### src/rtl/ccff_bitstream_loader_if.sv
// Bitstream word handshake between a word source and the ccff loader.
// The source drives word_in/word_valid; the loader answers with word_ready.
interface ccff_bitstream_loader_if #(
    parameter int WORD_W = 32
);
    logic [WORD_W-1:0] word_in;
    logic              word_valid;
    logic              word_ready;

    modport master (
        output word_in,
        output word_valid,
        input  word_ready
    );

    modport slave (
        input  word_in,
        input  word_valid,
        output word_ready
    );
endinterface

### src/rtl/ccff_bitstream_loader.sv
// Serialises bitstream words MSB first into a configuration flip-flop chain.
// Optional macro CCFF_TAIL_CHECK_EN prepends an 8'hA5 marker and checks it at ccff_tail.
module ccff_bitstream_loader #(
    parameter int CHAIN_LEN = 4096,
    parameter int WORD_W    = 32
) (
    input  logic                   prog_clk,
    input  logic                   prog_reset,
    input  logic                   start,
    ccff_bitstream_loader_if.slave wr,
    output logic                   ccff_head,
    output logic                   ccff_shift_en,
    input  logic                   ccff_tail,
    output logic                   config_enable,
    output logic                   busy,
    output logic                   done,
    output logic                   err
);

`ifdef CCFF_TAIL_CHECK_EN
    localparam int MK_LEN = 8;
    localparam logic [7:0] MARKER = 8'hA5;
`else
    localparam int MK_LEN = 0;
`endif
    localparam logic [16:0] TOTAL = 17'(CHAIN_LEN + MK_LEN);
    localparam int PW = $clog2(WORD_W + 1);

    typedef enum logic [1:0] {
        IDLE,
        LOAD,
        FINISH
    } state_t;

    state_t            state_q, state_d;
    logic [WORD_W-1:0] buf_q, buf_d;
    logic [PW-1:0]     rem_q, rem_d;
    logic [16:0]       cnt_q, cnt_d;

    logic marker_ph;
    logic mk_bit;
    logic last_bit;
    logic shift;
    logic final_sh;
    logic ready;
    logic accept;

    // Marker phase covers the first MK_LEN shifts and draws no word bits.
`ifdef CCFF_TAIL_CHECK_EN
    assign marker_ph = cnt_q < 17'd8;
    assign mk_bit    = MARKER[3'd7 - cnt_q[2:0]];
`else
    assign marker_ph = 1'b0;
    assign mk_bit    = 1'b0;
`endif

    assign last_bit = !marker_ph && (rem_q == PW'(1));
    assign shift    = (state_q == LOAD) && (marker_ph || (rem_q != '0));
    assign final_sh = shift && ((cnt_q + 17'd1) == TOTAL);
    // No new word is taken on the final shift: none of its bits would be used.
    assign ready    = (state_q == LOAD) && ((rem_q == '0) || last_bit) && !final_sh;
    assign accept   = ready && wr.word_valid;

    assign wr.word_ready = ready;
    assign ccff_shift_en = shift;
    assign ccff_head     = shift && (marker_ph ? mk_bit : buf_q[WORD_W-1]);
    assign config_enable = state_q != IDLE;
    assign busy          = state_q != IDLE;
    assign done          = state_q == FINISH;

    // Next state, buffer refill/shift and shift counting.
    always_comb begin
        state_d = state_q;
        buf_d   = buf_q;
        rem_d   = rem_q;
        cnt_d   = cnt_q;
        unique case (state_q)
            IDLE: begin
                if (start) begin
                    state_d = LOAD;
                    cnt_d   = '0;
                    rem_d   = '0;
                end
            end
            LOAD: begin
                if (shift) begin
                    cnt_d = cnt_q + 17'd1;
                    if (!marker_ph) begin
                        buf_d = {buf_q[WORD_W-2:0], 1'b0};
                        rem_d = rem_q - PW'(1);
                    end
                end
                if (accept) begin
                    buf_d = wr.word_in;
                    rem_d = PW'(WORD_W);
                end
                if (final_sh) begin
                    state_d = FINISH;
                    buf_d   = '0;
                    rem_d   = '0;
                end
            end
            FINISH: state_d = IDLE;
            default: state_d = IDLE;
        endcase
    end

    // State registers with synchronous reset.
    always_ff @(posedge prog_clk) begin
        if (prog_reset) begin
            state_q <= IDLE;
            buf_q   <= '0;
            rem_q   <= '0;
            cnt_q   <= '0;
        end else begin
            state_q <= state_d;
            buf_q   <= buf_d;
            rem_q   <= rem_d;
            cnt_q   <= cnt_d;
        end
    end

`ifdef CCFF_TAIL_CHECK_EN
    logic       err_q, err_d;
    logic       shifted_q;
    logic [2:0] chk_idx;

    assign chk_idx = 3'(cnt_q - 17'(CHAIN_LEN));

    // Marker reappears at the tail after CHAIN_LEN shifts; any wrong bit is sticky.
    always_comb begin
        err_d = err_q;
        if ((state_q == IDLE) && start) begin
            err_d = 1'b0;
        end else if (shifted_q && (cnt_q >= 17'(CHAIN_LEN)) && (cnt_q < TOTAL)
                     && (ccff_tail != MARKER[3'd7 - chk_idx])) begin
            err_d = 1'b1;
        end
    end

    // Error flag and one-cycle-delayed shift marker for the tail compare.
    always_ff @(posedge prog_clk) begin
        if (prog_reset) begin
            err_q     <= 1'b0;
            shifted_q <= 1'b0;
        end else begin
            err_q     <= err_d;
            shifted_q <= shift;
        end
    end

    assign err = err_q;
`else
    logic unused_tail;
    assign unused_tail = ccff_tail;
    assign err = 1'b0;
`endif

endmodule

### src/flat_wrapper.sv
// flat-port wrapper written by rule: the top's interface ports become plain ports
module ccff_bitstream_loader_flat 
#(
    parameter int CHAIN_LEN = 4096,
    parameter int WORD_W    = 32
)
  (prog_clk, prog_reset, start, ccff_head, ccff_shift_en, ccff_tail, config_enable, busy, done, err, wr_word_in, wr_word_valid, wr_word_ready);
  ccff_bitstream_loader_if #(.WORD_W(WORD_W)) wr_i ();
  input  logic prog_clk;
  input  logic prog_reset;
  input  logic start;
  output logic ccff_head;
  output logic ccff_shift_en;
  input  logic ccff_tail;
  output logic config_enable;
  output logic busy;
  output logic done;
  output logic err;
  input wire logic [$bits(wr_i.word_in)-1:0] wr_word_in;
  input wire logic [$bits(wr_i.word_valid)-1:0] wr_word_valid;
  output wire logic [$bits(wr_i.word_ready)-1:0] wr_word_ready;
  assign wr_i.word_in = wr_word_in;
  assign wr_i.word_valid = wr_word_valid;
  assign wr_word_ready = wr_i.word_ready;
  ccff_bitstream_loader #(.CHAIN_LEN(CHAIN_LEN), .WORD_W(WORD_W)) u_core (.prog_clk(prog_clk), .prog_reset(prog_reset), .start(start), .wr(wr_i), .ccff_head(ccff_head), .ccff_shift_en(ccff_shift_en), .ccff_tail(ccff_tail), .config_enable(config_enable), .busy(busy), .done(done), .err(err));
endmodule
### config.mk
export PLATFORM = sky130hd
export DESIGN_NAME = ccff_bitstream_loader_flat
export DESIGN_NICKNAME = d
export VERILOG_FILES = /design/src/rtl/ccff_bitstream_loader_if.sv /design/src/rtl/ccff_bitstream_loader.sv /design/src/flat_wrapper.sv
export SDC_FILE = /design/constraint.sdc
export NUM_CORES = 1
export LEC_CHECK = 0
export CAP_MARGIN = 20
export CORE_MARGIN = 4
export CORE_UTILIZATION = 42
export DETAILED_ROUTE_END_ITERATION = 12
export HOLD_SLACK_MARGIN = 0.12
export PLACE_DENSITY = 0.72
export SLEW_MARGIN = 10
export SYNTH_ARGS = -nofsm -noshare
export SYNTH_HDL_FRONTEND = slang
export SYNTH_SLANG_ARGS = --single-unit
### constraint.sdc
create_clock -name prog_clk -period 5.8 [get_ports prog_clk]
set_input_delay 1.74 -clock prog_clk [delete_from_list [all_inputs] [get_ports prog_clk]]
set_output_delay 1.74 -clock prog_clk [all_outputs]
set_load 0.02 [all_outputs]
---- Yosys cells after proc, flatten, opt, wreduce, memory -nomap -nowiden ----
Cells that the tools add are included.
word-level totals
  register bits ........................... 57
  output and inout port bits .............. 7
operators by class
  $add $sub $neg .......................... 2
  equality and inequality tests ........... 8
  muxes and demuxes ....................... 14
  reduce and logical (&&, ||, !) cells .... 18
operators by type and width
  operator                                               count
  two-way mux 32 bit                                     3
  two-way mux 17 bit                                     2
  case mux 17 bit (2 select lines)                       1
  two-way mux 6 bit                                      4
  adder 17 x 1 -> 17 bit, second input constant          1
  equality test 17 x 13 -> 1 bit, second input constant  1
  case mux 6 bit (2 select lines)                        1
  equality test 6 x 1 -> 1 bit, second input constant    1
  logical AND 1 bit                                      6
  zero test 6 bit                                        1
  AND reduction 3 bit                                    2
  nonzero test 6 bit                                     1
  subtractor 6 x 1 -> 6 bit, second input constant       1
  two-way mux 2 bit                                      2
  != test 2 x 1 -> 1 bit, second input constant          2
  != test 4 x 1 -> 1 bit, second input constant          1
  case mux 2 bit (2 select lines)                        1
  AND reduction 2 bit                                    2
  nonzero test 2 bit                                     2
  nonzero test 3 bit                                     1
  equality test 2 x 1 -> 1 bit, second input constant    1
  equality test 2 bit, second input constant             1
  zero test 2 bit                                        1
  != test 2 bit, second input constant                   1
  2 further kinds                                        2

---- Logic depth before layout (Yosys ltp) ----
  depth in word-level cells ............... 9
  depth in mapped cells ................... 11
  gate-level depth less buffers ........... 10

---- Worst setup path after synthesis ----
OpenSTA, ideal clock, no wires.
  kind .................................... register -> output
  from .................................... register u_core.cnt_q[0]
  to ...................................... output port wr_word_ready
  arrival time ............................ 2.377 ns
  slack ................................... 1.683 ns
  cell stages (with the launch flop) ...... 10
  cell sequence ........................... dfxtp_1 ha_1 clkbuf_1 nand3_1 nor2_1 and4_1 a2111oi_1 nand3_1 nand2_1 nor4_1
between the ends
  cells in the longest elaborated chain, start to end .. 5
ends and longest elaborated chain
  item                            line                          source
  from (decl)                     ccff_bitstream_loader.sv:38   logic [16:0] cnt_q, cnt_d;
  from (signal assigned)          ccff_bitstream_loader.sv:119  cnt_q <= cnt_d;
  adder 17 x 1 -> 17 bit          ccff_bitstream_loader.sv:59   assign final_sh = shift && ((cnt_q + 17'd1) == TOTAL);
  equality test 17 x 13 -> 1 bit  ccff_bitstream_loader.sv:59
  logical AND 1 bit               ccff_bitstream_loader.sv:59
  zero test 1 bit                 ccff_bitstream_loader.sv:61   assign ready = (state_q == LOAD) && ((rem_q == '0) || last_bit) && !final_sh;
  logical AND 1 bit               ccff_bitstream_loader.sv:61
  to (decl)                       flat_wrapper.sv:21            output wire logic [$bits(wr_i.word_ready)-1:0] wr_word_ready;
No other way between the ends.

---- Worst setup path in the final report ----
Same ends and word-level chain as after synthesis.

==> results.py <==
metrics = {
    "status": {
        "status": "finished clean",
    },
    "clock_tree": {
        "cts_setup_buffers": 0,
        "clk_pin_slew_ps": 70,
        "cts_made_buffers": 9,
        "clock_sinks": 57,
        "clk_latency_ps": 340,
        "cts_root_buf": "clkbuf_8",
        "cts_repair_resize_count": 0,
        "cts_htree_levels": 3,
        "cts_tree": "yes",
        "hold_buffers": 0,
        "cts_buffer_depth": 2,
    },
    "pwr": {
        "p_total_mw": 1.352,
        "power.density_nw_per_um2": 355.4,
        "ir_worst_vdd_mv": 0.2271,
        "power.leakage_nw": 1.405,
    },
    "drt": {
        "drt_first_pass_iters": 4,
        "drt_iter0_drc": 207,
        "dr_wl_met3_um": 327,
        "totalWireLength_um": 7352,
        "wire_per_inst_um": 14.70,
        "routed_via_density": 5.714,
        "route.vias.total": 2857,
        "ant_nets": 0,
        "dr_wl_met2_um": 3515,
        "wl_met1_um": 3388,
        "route.detailed.drc": 0,
        "dr.max_layer_used": "met4",
    },
    "critical_path": {
        "crit_chain": "ha_1, nand3_1, nor2_1, a31oi_1, a2111oi_1, nand3_1, nand2_1, nor4_1, clkdlybuf4s50_1",
        "crit_buf_inv": 1,
        "worstPathArrival_ps": 3350,
        "slowest_delay_ps": 550,
        "cp_max_fo": 8,
        "path_class": "flop to primary output",
        "cpMaxStageDelayCell": "clkdlybuf4s50_1",
        "crit_path_end_kind": "primary output",
        "path_common_cell": "nand3_1",
        "start_kind": "flop",
        "critPathRequiredTime_ps": 4060,
        "cp_top_family": "simple AND/OR/NAND/NOR gates",
    },
    "grt": {
        "antenna_found_initial": 0,
        "grt_pass1_wl_um": 12300,
        "grt_pass1_vias": 2630,
        "overflow": 0,
        "grt_max_degree": 38,
        "grt_usage": 0.1728,
    },
    "place": {
        "placed_area_um2": 3556,
        "portBuffers": 41,
        "gp_congestion": 0.8395,
        "dp_hpwl_um": 4768,
    },
    "synthesis": {
        "synthCells": 372,
        "synth_area_leaders": "dfxtp_1 (37%), a22o_1 (8.7%), a22oi_1 (7.5%), nor2_1 (7.1%), a21oi_1 (3.7%)",
        "syn_area_um2": 3119,
        "synthArstFlopShare": 0,
        "ys_warn_count": 0,
        "yosysTopAreaCell": "dfxtp_1",
        "synth_cell_type_count": 53,
        "ys.flop_type": "dfxtp_1",
        "synth_edf_count": 0,
        "synth_nets": 414,
        "synth_area_per_cell_um2": 8.385,
        "yosysTopAreaCellShare": 0.3658,
        "ys_seq_elements": 57,
        "synth.yosys.seq_area_share": 0.3658,
    },
    "layout": {
        "final_nets": 438,
        "antenna_cells": 0,
        "area.growth.synth_to_final_pct": 21.98,
        "design_area_um2": 3805,
        "fin_util": 0.5246,
        "drive_gt1_frac": 0.1047,
    },
    "flow_run": {
        "max-cap-violations": 0,
    },
    "timing": {
        "tightest_slew_ps": 936.4,
        "finalSetupViolCount": 0,
        "min_period_ps": 5092,
        "rsz0062_at_grt": "false",
        "hold_slack_ps": 474.5,
        "post-route-period-util": 0.8780,
        "max_freq_mhz": 196.4,
        "fin_skew_ps": 12.95,
        "setup_tns_ps": 0,
        "hold_viol_final": 0,
        "report.final.slew_viol_count": 0,
        "slew_headroom": 0.3757,
    },
    "die": {
        "die_h_um": 94.18,
        "start_util": 0.4301,
        "rows": 31,
        "coreArea_um2": 7253,
        "die_w_um": 94.18,
        "pin_count": 44,
        "die_area_um2": 8870,
    },
    "worst_hold_path": {
        "hp-class": "flop to flop",
    },
}
==> per-layer routing <==
layer	vias to the layer above	track usage
li1	1420	-
met1	1369	0.2285
met2	56	0.2660
met3	12	0.04968
met4	0	0.06378
met5	-	0
==> cells in the final DEF (no fill, tap or decap), drive strengths merged, types with 5 or more instances in the layout <==
cell type / count
nor3: 7
nand3: 13
buf: 7
dfxtp: 57
clkdlybuf4s50: 41
clkbuf: 9
nand4: 5
nand2: 17
o21ai: 18
ha: 5
nor2: 59
a31oi: 6
a21oi: 23
a22o: 31
inv: 9
a211oi: 5
nand3b: 7
a22oi: 31
==> flip-flops by register name (all words and copies together) (netlist names) <==
signal / count
u_core.buf_q: 32
u_core.state_q: 2
u_core.cnt_q: 17
u_core.rem_q: 6
==> final cells by class <==
cell class	count	area, um2
Clock buffer	9	123.9
Inverter	7	26.28
Timing Repair Buffer	48	462.9
Fill cell	671	3448
Tap cell	99	123.9
Clock inverter	7	125.1
Sequential cell	57	1141
Multi-Input combinational cell	273	1802
==> kinds of logic (layout without fill, tap and decap cells) <==
logic type | count (synthesis) | after routing | share of synthesized area
compound gates | 125 | 125 | 0.2888
simple gates | 135 | 135 | 0.2407
other cells | 1 | 1 | 0.001202
flops | 57 | 57 | 0.3658
mux | 1 | 1 | 0.003209
fa+ha+maj | 5 | 5 | 0.02006
buf+inv | 42 | 71 | 0.06338
xor+xnor | 6 | 6 | 0.01685
==> stage by stage <==
step,std cells,worst slack [ps]
after global placement,484,1109
after CTS,500,699.2
final,500,707.8
after floorplan,372,1683
after global routing,500,413.4
after detailed placement,484,1084
==> tightest hold or removal path, cell delays in order (launching register included) <==
cell	delay [ps]
dfxtp_1	320
nand2_1	50
a21oi_1	60
==> report_power, final <==
group	internal [mW]	switching [mW]	leakage, nW
clock network	0.290	0.181	0.124
registers	0.425	0.0255	0.462
logic	0.172	0.259	0.819
total	0.887	0.466	1.40
==> synthesized netlist by cell type (2+ instances only) <==
master	count
inv_1	7
dfxtp_1	57
buf_2	8
clkbuf_1	18
nand4_1	3
nor4_1	2
a21oi_1	23
nand4_4	2
a211oi_1	5
nor2_1	59
a22o_1	31
nor4_4	2
or3_1	4
nand3b_1	7
nor3_1	6
nand2_1	17
xor2_1	4
a22oi_1	31
buf_4	6
a311oi_1	3
o21ai_2	2
buf_1	2
nor2b_1	4
nand2b_1	2
o21ai_0	15
ha_1	5
a31oi_1	6
and3_1	3
and4_1	3
nand3_1	11
xnor2_1	2
==> final timing paths <==
| kind | startpoint | end | slack, ps | cells past startpoint |
|---|---|---|---|---|
| setup / recovery | u_core.cnt_q[0]$_SDFFE_PP0P_ | wr_word_ready | 710 | 9 |
| hold / removal | u_core.buf_q[0]$_SDFFE_PP0P_ | u_core.buf_q[0]$_SDFFE_PP0P_ | 470 | 2 |
| setup reg to reg | u_core.cnt_q[0]$_SDFFE_PP0P_ | u_core.buf_q[22]$_SDFFE_PP0P_ | 2890 | 8 |
| hold reg to reg | u_core.buf_q[0]$_SDFFE_PP0P_ | u_core.buf_q[0]$_SDFFE_PP0P_ | 470 | 2 |
Note: power is estimated with default switching activity, not from simulation.
